<file path="src/rtl/sim_traffic_pkg.sv">
// Shared definitions for the simulated-traffic sequencer: default widths,
// FSM state encoding and a saturating counter helper.
package sim_traffic_pkg;

  localparam int DEF_DATA_W = 32;
  localparam int DEF_LEN_W  = 16;
  localparam int DEF_NB_W   = 16;
  localparam int DEF_GAP_W  = 8;

  // Pattern counter width; one pattern byte is replicated across the data word.
  localparam int PAT_W = 8;

  // Width of the progress counter reported to the config logic.
  localparam int CNT_W = 32;

  typedef enum logic [2:0] {
    ST_IDLE,
    ST_ARM,
    ST_BURST,
    ST_GAP,
    ST_DONE
  } state_e;

  // Increment that sticks at all-ones instead of wrapping.
  function automatic logic [CNT_W-1:0] sat_inc(input logic [CNT_W-1:0] v);
    return (&v) ? v : v + 1'b1;
  endfunction

endpackage

</file>
<file path="src/rtl/sim_pattern_gen.sv">
// 8-bit pattern counter plus the registered output stage. The counter is
// cleared at the start of a run and advances once per issued word; the
// issued word is the pre-increment pattern replicated across DATA_W.
module sim_pattern_gen
  import sim_traffic_pkg::*;
#(
  parameter int DATA_W = DEF_DATA_W  // must be a multiple of PAT_W
) (
  input  logic              clk,
  input  logic              rst_n,
  input  logic              clear,
  input  logic              advance,
  output logic [DATA_W-1:0] data_out,
  output logic              data_valid
);

  localparam int REP = DATA_W / PAT_W;

  logic [PAT_W-1:0] pat;

  // Pattern counter: clear on run start, step on every issued word (wraps 255->0).
  // NOTE: sequential state uses non-blocking assignments so every register
  // samples the pre-edge values of its inputs, independent of block order.
  always_ff @(posedge clk or negedge rst_n) begin
    if (!rst_n) begin
      pat <= '0;
    end else if (clear) begin
      pat <= '0;
    end else if (advance) begin
      pat <= pat + 1'b1;
    end
  end

  // Output register: the word issued this cycle is presented on the next one.
  always_ff @(posedge clk or negedge rst_n) begin
    if (!rst_n) begin
      data_out   <= '0;
      data_valid <= 1'b0;
    end else begin
      data_valid <= advance;
      data_out   <= advance ? {REP{pat}} : '0;
    end
  end

endmodule

</file>
<file path="src/rtl/sim_traffic_sched.sv">
// Sequencer for the simulated-traffic source on the DDR FIFO write side.
// A start rising edge launches a run of cfg_nburst bursts of cfg_len words,
// separated by cfg_gap idle cycles; issue stalls while fifo_afull is high and
// stop aborts the run. Configuration is captured once per run in ARM.
module sim_traffic_sched
  import sim_traffic_pkg::*;
#(
  parameter int DATA_W = DEF_DATA_W,
  parameter int LEN_W  = DEF_LEN_W,
  parameter int NB_W   = DEF_NB_W,
  parameter int GAP_W  = DEF_GAP_W
) (
  input  logic              clk,
  input  logic              rst_n,
  input  logic              start,
  input  logic              stop,
  input  logic [LEN_W-1:0]  cfg_len,
  input  logic [NB_W-1:0]   cfg_nburst,
  input  logic [GAP_W-1:0]  cfg_gap,
  input  logic              fifo_afull,
  output logic [DATA_W-1:0] data_out,
  output logic              data_valid,
  output logic              busy,
  output logic              done,
  output logic [CNT_W-1:0]  words_sent
);

  state_e state, state_nxt;

  logic start_q;
  logic start_rise;

  // Run configuration, frozen for the duration of a run.
  logic [LEN_W-1:0] len_q;
  logic [NB_W-1:0]  nb_q;
  logic [GAP_W-1:0] gap_q;

  logic [LEN_W-1:0] word_cnt;
  logic [NB_W-1:0]  burst_cnt;
  logic [GAP_W-1:0] gap_cnt;

  logic arm;
  logic issue;
  logic burst_end;
  logic last_word;
  logic last_burst;

  assign start_rise = start & ~start_q;
  assign last_word  = (word_cnt == len_q - 1'b1);
  assign last_burst = (nb_q != '0) && (burst_cnt == nb_q - 1'b1);

  // Start-edge detector; sampled every cycle so an edge seen while busy is consumed.
  always_ff @(posedge clk or negedge rst_n) begin
    if (!rst_n) begin
      start_q <= 1'b0;
    end else begin
      start_q <= start;
    end
  end

  // FSM state register.
  always_ff @(posedge clk or negedge rst_n) begin
    if (!rst_n) begin
      state <= ST_IDLE;
    end else begin
      state <= state_nxt;
    end
  end

  // Next-state and issue decision.
  // NOTE: every signal written here gets a default first, so no path leaves
  // one unassigned and no latch is inferred.
  always_comb begin
    state_nxt = state;
    arm       = 1'b0;
    issue     = 1'b0;
    burst_end = 1'b0;
    case (state)
      ST_IDLE: begin
        if (start_rise && !stop) state_nxt = ST_ARM;
      end
      ST_ARM: begin
        arm       = 1'b1;
        state_nxt = stop ? ST_DONE : ST_BURST;
      end
      ST_BURST: begin
        if (stop) begin
          state_nxt = ST_DONE;
        end else if (!fifo_afull) begin
          issue = 1'b1;
          if (last_word) begin
            burst_end = 1'b1;
            if (last_burst)         state_nxt = ST_DONE;
            else if (gap_q == '0)   state_nxt = ST_BURST;
            else                    state_nxt = ST_GAP;
          end
        end
      end
      ST_GAP: begin
        // gap_q is nonzero whenever GAP is entered, so the subtraction cannot wrap.
        if (stop)                             state_nxt = ST_DONE;
        else if (gap_cnt == gap_q - 1'b1)     state_nxt = ST_BURST;
      end
      ST_DONE: begin
        state_nxt = ST_IDLE;
      end
      default: begin
        state_nxt = ST_IDLE;
      end
    endcase
  end

  // Config capture in ARM, plus word/burst/gap counters and progress count.
  always_ff @(posedge clk or negedge rst_n) begin
    if (!rst_n) begin
      len_q      <= '0;
      nb_q       <= '0;
      gap_q      <= '0;
      word_cnt   <= '0;
      burst_cnt  <= '0;
      gap_cnt    <= '0;
      words_sent <= '0;
    end else if (arm) begin
      // A zero burst length behaves as a single-word burst.
      len_q      <= (cfg_len == '0) ? LEN_W'(1) : cfg_len;
      nb_q       <= cfg_nburst;
      gap_q      <= cfg_gap;
      word_cnt   <= '0;
      burst_cnt  <= '0;
      gap_cnt    <= '0;
      words_sent <= '0;
    end else begin
      if (issue) begin
        words_sent <= sat_inc(words_sent);
        word_cnt   <= burst_end ? '0 : word_cnt + 1'b1;
        if (burst_end) burst_cnt <= burst_cnt + 1'b1;
      end
      gap_cnt <= (state == ST_GAP) ? gap_cnt + 1'b1 : '0;
    end
  end

  assign busy = (state != ST_IDLE);
  assign done = (state == ST_DONE);

  sim_pattern_gen #(
    .DATA_W (DATA_W)
  ) u_pattern_gen (
    .clk        (clk),
    .rst_n      (rst_n),
    .clear      (arm),
    .advance    (issue),
    .data_out   (data_out),
    .data_valid (data_valid)
  );

endmodule
</file>
<file path="config.mk">
export PLATFORM = sky130hd
export DESIGN_NAME = sim_traffic_sched
export DESIGN_NICKNAME = d
export VERILOG_FILES = /design/src/rtl/sim_traffic_pkg.sv /design/src/rtl/sim_pattern_gen.sv /design/src/rtl/sim_traffic_sched.sv
export SDC_FILE = /design/constraint.sdc
export NUM_CORES = 1
export LEC_CHECK = 0
export CAP_MARGIN = 20
export CORE_MARGIN = 2
export CORE_UTILIZATION = 40
export CTS_CLUSTER_SIZE = 40
export DETAILED_ROUTE_END_ITERATION = 10
export PLACE_DENSITY = 0.63
export SYNTH_ARGS = -nofsm -noshare
export SYNTH_HDL_FRONTEND = slang
export SYNTH_HIERARCHICAL = 1
export SYNTH_SLANG_ARGS = --single-unit
export TNS_END_PERCENT = 10
</file>
<file path="constraint.sdc">
create_clock -name clk -period 3.5 [get_ports clk]
set_input_delay 0.525 -clock clk [delete_from_list [all_inputs] [get_ports clk]]
set_output_delay 0.525 -clock clk [all_outputs]
set_load 0.1 [all_outputs]
</file>
==> parameters.txt <==
Parameter                              Value

Clock network
  CTS sink count ... 133
  Clock latency of the later-clocked register in the worst-skew pair ... 0.42 ns
  Number of buffers on the longest clock path ... 2
  H-tree Lvls ... 4
  Hold-fix buffers, CTS ... 0
  Setup repair bufs after CTS ... 0
  TritonCTS clock tree ... done
  Library cell used as clock root buffer ... clkbuf_16
  Clock-pin transition on the worst setup and hold timing paths ... 0.06 ns
  Post_cts resized ... 0
  Number of CTS-inserted buffers ... 17

Finish
  Most common library cell in the layout ignoring fill and taps ... nand2_1
  Layout filler cell count ... 1668
  Multi-input gate area ... 3740 µm²
  Area growth from synthesis to final layout ... 23.8%
  Leading cell types in the layout, fill and taps excluded ... nand2_1, dfrtp_1, clkdlybuf4s50_1
  Number of nets at the end of the flow ... 980
  Ratio of cells with drive above 1 in the final layout ... 6.71%
  Flip-flop and latch area ... 3330 µm²
  Antenna diodes ... 0

Global route
  Vias in the first global route ... 5896
  Overflow left after global routing ... 0
  Number of antenna violations at the first check in global routing ... 0
  Gr busiest metal ... met2
  Pin count of the biggest net entering global routing ... 84
  First-pass GRT wire length ... 29200 µm
  Met2 track utilization from global routing ... 28.0%
  Combined global-route utilization of all metal layers ... 18.1%
  Grt met3 use ... 3.59%
  Global routing met1 resource utilization ... 25.9%

Worst setup path
  Data arrival, critical path ... 3.54 ns
  Setup CP Type ... reg2reg
  Startpoint kind of the worst setup timing path ... flop
  Critical path data required time ... 3.84 ns
  Crit path max fanout ... 9
  Endpoint class of the critical path ... flop

Routing
  Total wire length ... 17300 µm
  Vias per std cell ... 5.23
  Total DRC errors in the routed layout ... 0
  DR iter-0 viols ... 371
  Total via count in the routed design ... 6109
  Count of TritonRoute iterations in the first routing pass ... 5
  Wire length per cell after detailed routing ... 14.8 µm
  Routed Antenna Nets ... 0

Floorplanning
  Starting Density ... 41.2%
  Chip Height ... 140 µm
  Std-Cell Rows ... 49
  Die Footprint ... 19700 µm²
  Top-level I/O count ... 112
  Horizontal die dimension ... 140 µm
  Area of the placeable core ... 18100 µm²

Timing
  Worst setup slack after layout ... 0.300 ns
  Worst-Margin Slew ... 1.01 ns
  Total negative setup slack ... 0 ns
  Fmax ... 312 MHz
  Hold Vio Cnt, Final ... 0
  Period utilization ... 91.4%
  Finish-stage setup viols ... 0
  Headroom to the max-slew limit ... 32.5%
  Final count of pins violating max slew ... 0
  Setup repair after global routing missed its margin ... no
  Clock period minus final worst setup slack ... 3.20 ns
  Worst-case clock skew ... 0.00926 ns

Logic synthesis
  Synth top area share ... 44.7%
  Share of the yosys chip area belonging to registers ... 44.7%
  Leading cell types by total area after synthesis ... dfrtp_1, nand2_1, xor2_1
  Cell area after technology mapping ... 7450 µm²
  Adder and majority cell fraction of the synthesized area ... 1.51%
  Largest area contributor in the synthesized netlist ... dfrtp_1
  Combinational family with the most area after synthesis ... simple AND/OR/NAND/NOR gates
  Netlist cell types ... 60
  Simple-Gate Fraction of Synth Area ... 28.2%
  Mean Syn Cell Area ... 8.90 µm²
  FF+latch count, synth ... 133
  Synth Instances ... 837
  Multiplexer share of the synthesized area ... 0.806%
  Number of nets in the synthesized netlist ... 891
  Xor/xnor cell area share of the yosys netlist ... 11.8%
  Post-synth EDFFs ... 0
  Main flop type after synthesis ... dfrtp_1
  Synthesized-area fraction occupied by ao, oa, aoi and oai cells ... 7.91%
  Count of synthesis-stage warnings from yosys ... 6
  Async set-or-reset flop fraction in the synthesized netlist ... 100%

Place
  DP HPWL ... 12100 µm
  Final GP Congestion ... 0.811
  Post-place setup slack ... 0.256 ns
  IO buf count ... 111

Flow run
  Max-capacitance violation count ... 0

Pwr
  Power per cell area ... 639 nW/µm²
  IR drop worst, VDD ... 0.000355 V
  Design Power ... 5.90 mW
  Static leakage ... 3.99 nW

Outcome
  Status ... finished, final reports clean

Hold path
  Worst min-delay path category ... in2async
## stage by stage
step                instance area, µm²  hold WS [ns]  cells  util (%)
floorplan                         7450         0.229    837         -
global placement                  8650         0.490   1136      47.8
detailed placement                8650         0.503   1136      47.8
CTS                               9220         0.191   1168      51.0
global route                      9220         0.225   1168      51.0
finish                            9220         0.143   1168      51.0
## final timing paths
path | startpoint | to | slack (ns) | cells past startpoint
hold / removal | rst_n | word_cnt[3]$_DFFE_PN0P_ | 0.14 | 1
setup reg to reg | len_q[0]$_DFFE_PN0P_ | burst_cnt[11]$_DFFE_PN0P_ | 0.30 | 10
setup / recovery | len_q[0]$_DFFE_PN0P_ | burst_cnt[11]$_DFFE_PN0P_ | 0.30 | 10
min in group clk | u_pattern_gen/pat[7]$_DFFE_PN0P_ | u_pattern_gen/data_out[23]$_DFF_PN0_ | 0.51 | 1
hold reg to reg | u_pattern_gen/pat[7]$_DFFE_PN0P_ | u_pattern_gen/data_out[23]$_DFF_PN0_ | 0.51 | 1
max in group asynchronous | rst_n | nb_q[11]$_DFFE_PN0P_ | 2.63 | 2
## cells in the mapped netlist (2+ instances only)
cell and number:
or4_1 13, buf_2 4, o21ai_0 27, or2_2 4, buf_4 25, nand2b_1 6, a22o_1 2, nand3_1 27
mux2i_1 6, a31oi_1 6, nor3_1 22, a2111oi_0 2, or3_1 18, o21a_1 2, clkbuf_1 23, a211oi_1 3
o311ai_0 2, nand4_4 2, nor2b_1 3, or4b_1 2, nand3b_1 3, nand4b_1 2, ha_1 9, and3_1 11
nor4b_1 4, and4_1 2, inv_1 22, a311oi_1 3, xor2_1 55, o31ai_1 8, xnor2_1 45, a21oi_1 31
nand2_1 151, nand4_1 21, dfrtp_1 133, nor4_1 14, nor2_1 85, and2_1 15, nand3_2 3
## state kept, by name, indices dropped and copies added, names as in the netlist, 3 cells and up
| name | flops |
|---|---|
| gap_cnt | 8 |
| gap_q | 8 |
| burst_cnt | 16 |
| word_cnt | 16 |
| nb_q | 16 |
| len_q | 16 |
| u_pattern_gen/pat | 8 |
| words_sent | 32 |
| state | 3 |
| u_pattern_gen/data_out | 8 |
## where the power goes
group	internal [mW]	total, mW	switching [mW]	leakage (nW)
clock network	1.08	1.73	0.648	0.285
registers	1.83	2.28	0.451	1.78
logic	0.739	1.89	1.15	1.92
total	3.65	5.90	2.25	3.99
## critical path, stage by stage (launching register included)
cell	delay [ns]
dfrtp_1	0.42
inv_1	0.09
ha_1	0.24
or4b_1	0.55
nand4b_1	0.25
xnor2_1	0.16
a211oi_1	0.15
and4_2	0.38
nand3_2	0.19
or4_1	0.53
a21oi_1	0.17
## area by class of cell
cell class	count	share of cell area (%)
Sequential cell	133	36.1
Multi-Input combinational cell	629	40.6
Timing Repair Buffer	123	13.1
Tap cell	229	3.11
Clock buffer	23	5.08
Inverter	22	0.896
Clock inverter	9	1.11
## layer usage
metal | wire length (µm) | vias to the layer above
met5 | 0 | -
li1 | - | 3026
met1 | 8430 | 2937
met4 | 262 | 0
met2 | 7920 | 123
met3 | 661 | 23
## cells by family after synthesis
kind of cell	count (synthesis)
xor gates and xnor gates	100
muxes	6
DFF	133
AOI/OAI and AO/OA	95
and+or+nand+nor	419
buffers and inverters	75
adders and majority gates	9
(Power assumes the default switching activity.)
